<file path="config.mk">
export PLATFORM = sky130hd
export DESIGN_NAME = dual_port_ram
export DESIGN_NICKNAME = d
export VERILOG_FILES = /design/src/rtl/ram_pkg.sv /design/src/rtl/ram_port_rd.sv /design/src/rtl/dual_port_ram.sv
export SDC_FILE = /design/constraint.sdc
export NUM_CORES = 1
export LEC_CHECK = 0
export BUFFER_PORTS_ARGS = -buffer_cell sky130_fd_sc_hd__buf_2
export CORE_UTILIZATION = 66
export CTS_BUF_LIST = sky130_fd_sc_hd__clkbuf_8
export DETAILED_ROUTE_END_ITERATION = 10
export MAX_ROUTING_LAYER = met4
export PLACE_DENSITY = 0.85
export SLEW_MARGIN = 15
export SYNTH_ARGS = -nofsm -noshare
export SYNTH_HDL_FRONTEND = slang
export SYNTH_SLANG_ARGS = --single-unit
</file>
<file path="constraint.sdc">
create_clock -name clk -period 4.1 [get_ports clk]
set_input_delay 0.615 -clock clk [delete_from_list [all_inputs] [get_ports clk]]
set_output_delay 0.615 -clock clk [all_outputs]
set_load 0.02 [all_outputs]
</file>
<file path="src/rtl/ram_pkg.sv">
// Shared definitions for the dual-port RAM: default geometry and clear/ready state.
package ram_pkg;
   localparam int DEF_DATA_WIDTH = 8;
   localparam int DEF_ADDR_WIDTH = 4;
   localparam int DEF_DEPTH      = 2**DEF_ADDR_WIDTH;

   typedef enum logic {
      CLEAR = 1'b0,
      READY = 1'b1
   } state_t;

   function automatic int depth_of(input int aw);
      return 2**aw;
   endfunction
endpackage

</file>
<file path="src/rtl/ram_port_rd.sv">
// Registered read stage for one RAM port: captures the array word on a read
// strobe, holds it otherwise, and pulses valid for one cycle.
module ram_port_rd #(
   parameter int DATA_WIDTH = 8
) (
   input  logic                  clk,
   input  logic                  rst_n,
   input  logic                  i_rd_en,
   input  logic [DATA_WIDTH-1:0] i_mem_data,
   output logic [DATA_WIDTH-1:0] o_rd_data,
   output logic                  o_rd_valid
);

   logic [DATA_WIDTH-1:0] r_data;
   logic                  r_valid;

   always_ff @(posedge clk or negedge rst_n) begin
      if (!rst_n) begin
         r_data  <= '0;
         r_valid <= 1'b0;
      end else begin
         r_valid <= i_rd_en;
         if (i_rd_en) r_data <= i_mem_data;
      end
   end

   assign o_rd_data  = r_data;
   assign o_rd_valid = r_valid;

endmodule

</file>
<file path="src/rtl/dual_port_ram.sv">
// True dual-port RAM with a post-reset clear sweep, port-A-wins write
// arbitration and a registered same-address write collision flag.
module dual_port_ram
   import ram_pkg::*;
#(
   parameter int DATA_WIDTH = DEF_DATA_WIDTH,
   parameter int ADDR_WIDTH = DEF_ADDR_WIDTH
) (
   input  logic                  clk,
   input  logic                  rst_n,
   input  logic                  a_wr_enb,
   input  logic                  a_rd_enb,
   input  logic [ADDR_WIDTH-1:0] a_addr,
   input  logic [DATA_WIDTH-1:0] a_wr_data,
   output logic [DATA_WIDTH-1:0] a_rd_data,
   output logic                  a_rd_valid,
   input  logic                  b_wr_enb,
   input  logic                  b_rd_enb,
   input  logic [ADDR_WIDTH-1:0] b_addr,
   input  logic [DATA_WIDTH-1:0] b_wr_data,
   output logic [DATA_WIDTH-1:0] b_rd_data,
   output logic                  b_rd_valid,
   output logic                  busy,
   output logic                  wr_collision
);

   localparam int DEPTH = depth_of(ADDR_WIDTH);

   state_t                r_state, w_state_nxt;
   logic [ADDR_WIDTH-1:0] r_ptr, w_ptr_nxt;
   logic                  r_col;
   logic [DATA_WIDTH-1:0] r_mem [DEPTH];

   logic                  w_ready;
   logic                  w_same_addr;
   logic                  w_a_wr, w_b_wr, w_col;
   logic [DATA_WIDTH-1:0] w_a_mem, w_b_mem;

   always_ff @(posedge clk or negedge rst_n) begin
      if (!rst_n) begin
         r_state <= CLEAR;
         r_ptr   <= '0;
         r_col   <= 1'b0;
      end else begin
         r_state <= w_state_nxt;
         r_ptr   <= w_ptr_nxt;
         r_col   <= w_col;
      end
   end

   always_comb begin
      w_state_nxt = r_state;
      w_ptr_nxt   = r_ptr;
      case (r_state)
         CLEAR: begin
            w_ptr_nxt = r_ptr + 1'b1;
            if (r_ptr == ADDR_WIDTH'(DEPTH-1)) w_state_nxt = READY;
         end
         READY:   w_state_nxt = READY;
         default: w_state_nxt = CLEAR;
      endcase
   end

   assign w_ready     = (r_state == READY);
   assign w_same_addr = (a_addr == b_addr);
   assign w_a_wr      = w_ready & a_wr_enb;
   // Port A wins a same-address write; B's write is dropped entirely.
   assign w_b_wr      = w_ready & b_wr_enb & ~(a_wr_enb & w_same_addr);
   assign w_col       = w_ready & a_wr_enb & b_wr_enb & w_same_addr;

   always_ff @(posedge clk) begin
      if (!w_ready) begin
         r_mem[r_ptr] <= '0;
      end else begin
         if (w_b_wr) r_mem[b_addr] <= b_wr_data;
         if (w_a_wr) r_mem[a_addr] <= a_wr_data;
      end
   end

   // Reads sample the array before this edge's writes land (read-before-write).
   assign w_a_mem = r_mem[a_addr];
   assign w_b_mem = r_mem[b_addr];

   ram_port_rd #(.DATA_WIDTH(DATA_WIDTH)) u_rd_a (
      .clk        (clk),
      .rst_n      (rst_n),
      .i_rd_en    (w_ready & a_rd_enb),
      .i_mem_data (w_a_mem),
      .o_rd_data  (a_rd_data),
      .o_rd_valid (a_rd_valid)
   );

   ram_port_rd #(.DATA_WIDTH(DATA_WIDTH)) u_rd_b (
      .clk        (clk),
      .rst_n      (rst_n),
      .i_rd_en    (w_ready & b_rd_enb),
      .i_mem_data (w_b_mem),
      .o_rd_data  (b_rd_data),
      .o_rd_valid (b_rd_valid)
   );

   assign busy         = ~w_ready;
   assign wr_collision = r_col;

endmodule

</file>
==> reports/qor.txt <==
Status = complete, no violations
Worst hold margin = 0.109 ns
Largest net degree at the start of global routing = 43
Input/output buffers = 49
Die Width = 117 µm
CORE AREA = 12800 µm²
Clock transition at the registers of the reported paths = 0.09 ns
Max-Slew Margin vs Limit = 45.7%
DIE AREA = 13700 µm²
Number of global-route vias before repair = 5833
Critical path type = flop to flop
Die H = 117 µm
Core Rows = 41
Grt ovf = 0
Avg Synthesized Cell Area = 12.7 µm²
Startpoint Class = flop
Hold WC Path Type = input port to async pin
R2R Setup Slk = 1.02 ns
RR Startpoint = r_state
Synth Instances = 685
Fmax = 324 MHz
DP HPWL = 17100 µm
Wirelength per Cell = 27.0 µm
CTS tree = done
Number of synthesized flops with an enable pin = 128
Synth-to-layout area growth = 6.75%
Remaining DRCs = 0
Synth Cell Area = 8730 µm²
Fin nets = 736
Slew @ Worst Pin = 0.810 ns
P per Cell Area = 346 nW/µm²
Pre-CTS WS = 0.834 ns
Via-per-instance ratio = 7.01
DRT iter0 DRCs = 617
Setup TNS = 0 ns
CP max FO = 17
Worst Slack Setup Final = 1.02 ns
CP startpoint = r_state
Total Power = 3.22 mW
Crit. End Element = flop
Period utilization = 75.2%
Layout Skew = 0.0120 ns
Async S/R FF share, synth = 15.8%
Critical path arrival = 3.18 ns
First-pass GRT wire length = 35200 µm
Drt total wl = 24000 µm
CP delay by family, top = compound AO/OA/AOI/OAI gates
GPL Wtd Cong = 1.08
Predominant post-synthesis flop cell = edfxtp_1
Crit-path slowest cell = dfrtp_1
Worst Path Buf+Inv = 0
Most common library cell in the layout ignoring fill and taps = edfxtp_1
Number of max-cap violations = 0
Total leakage power = 3.44 nW
Fin crit period = 3.08 ns
Vias after detailed routing = 6235
Synth top area share = 44.0%
GRT Util Overall = 39.1%
Clock latency on the worst-skew pair = 0.47 ns
WP data required = 4.20 ns
H-tree depth = 4
Final Hold Fails = 0
CTS Hold Bufs = 0
Clk buf depth = 2
Max-slew violations = 0
Largest cells by area after synthesis = edfxtp_1 44%, mux4_2 17%, dfrtp_1 6.9%
Synthesized Nets = 716
Initial Utilization = 68.4%
ANT cells = 0
Antenna violations before repair = 0
Root buffer cell = clkbuf_8
VDD IR-drop max = 304 µV
RSZ-0062 raised after global routing = no
Detailed Routing Iterations Pass 1 = 5
Cells along the critical path = nand2_1, a211o_1, a211oi_1, o21ai_0, o21ai_1
Yosys top cell by area = edfxtp_1
Total CTS buffers = 17
Post-CTS setup buffer count = 0
Register area share after synthesis = 50.9%
IO Pins = 50
Unique masters post-synth = 42
Resize count post-CTS = 0
Setup Viol. Count Final = 0
# clock sinks = 152
Share of cells above drive strength 1 = 30.9%
Routed Antenna Nets = 0
Reg-to-Reg End = r_mem[1][3]
Register bit total from synthesis = 152
Worst reg-to-reg path cell count = 5
Most frequent cells in the layout = 128 x edfxtp_1, 108 x nand2_1, 98 x o21ai_0, 64 x mux4_2, 49 x buf_2
Synth Warn # = 0
CP peak stage delay = 0.78 ns
## worst max-delay path by stage
stage / cells past startpoint / slack (ns) / end
finish: 5 / 1.02 / r_mem[1][3]
global route: 5 / 0.84 / r_mem[11][7]
CTS: 5 / 1.12 / r_mem[0][1]
detailed placement: 5 / 0.83 / r_mem[13][2]
global placement: 7 / 0.87 / r_mem[0][2]
floorplan: 8 / 1.42 / r_mem[11][0]
## registers in the layout, indices dropped and copies added (netlist names)
register           count
u_rd_b.o_rd_data       8
r_ptr                  4
r_state                1
r_mem                128
u_rd_a.o_rd_valid      1
u_rd_a.o_rd_data       8
wr_collision           1
u_rd_b.o_rd_valid      1
## layer usage
layer / GRT usage, % / share of wire (%)
met1: 50.7 / 37
met4: 18.9 / 4.6
met5: - / 0
met3: 8.19 / 12
met2: 59.4 / 47
## synth_stat cells (all sizes together) (2+ instances only)
cell type / instances
inv: 3
nand2b: 2
dfrtp: 24
mux2i: 35
or2: 2
nand2: 108
nand4: 2
mux4: 64
nor3: 8
edfxtp: 128
a211o: 2
o21bai: 8
a211oi: 2
buf: 27
or3: 2
nor2: 27
xnor2: 7
a21oi: 18
o21ai: 113
o22ai: 3
nand3: 7
nor2b: 6
mux2: 42
clkbuf: 31
and2: 9
## kinds of logic (layout without fill, tap and decap cells)
family | Yosys count | count (layout) | synth area share, %
simple gates | 176 | 176 | 9.24
flops | 152 | 152 | 50.9
compound gates | 147 | 147 | 9.18
mux | 141 | 141 | 26.2
buf+inv | 61 | 94 | 3.58
xor+xnor | 7 | 7 | 0.788
fa+ha+maj | 1 | 1 | 0.143
## through the flow
step	util, %	instance area [µm²]	instances
after floorplan	-	8730	685
after global placement	70.2	8970	858
after detailed placement	70.2	8970	858
after CTS	73.0	9320	890
after global routing	73.0	9320	890
final	73.0	9320	890
## power by group
part / internal (mW) / total [mW] / switching (mW)
sequential: 1.72 / 1.73 / 0.0142
combinational: 0.159 / 0.438 / 0.278
clock: 0.430 / 1.06 / 0.625
total: 2.30 / 3.22 / 0.918
## area by class of cell
class,count,area (µm²)
sequential,152,4440
multi-input combinational,472,3980
fill,858,3450
timing repair buffer,59,320
clock buffer,17,234
tap,172,215
clock inverter,15,121
inverter,3,11.3
(Power assumes the default switching activity.)
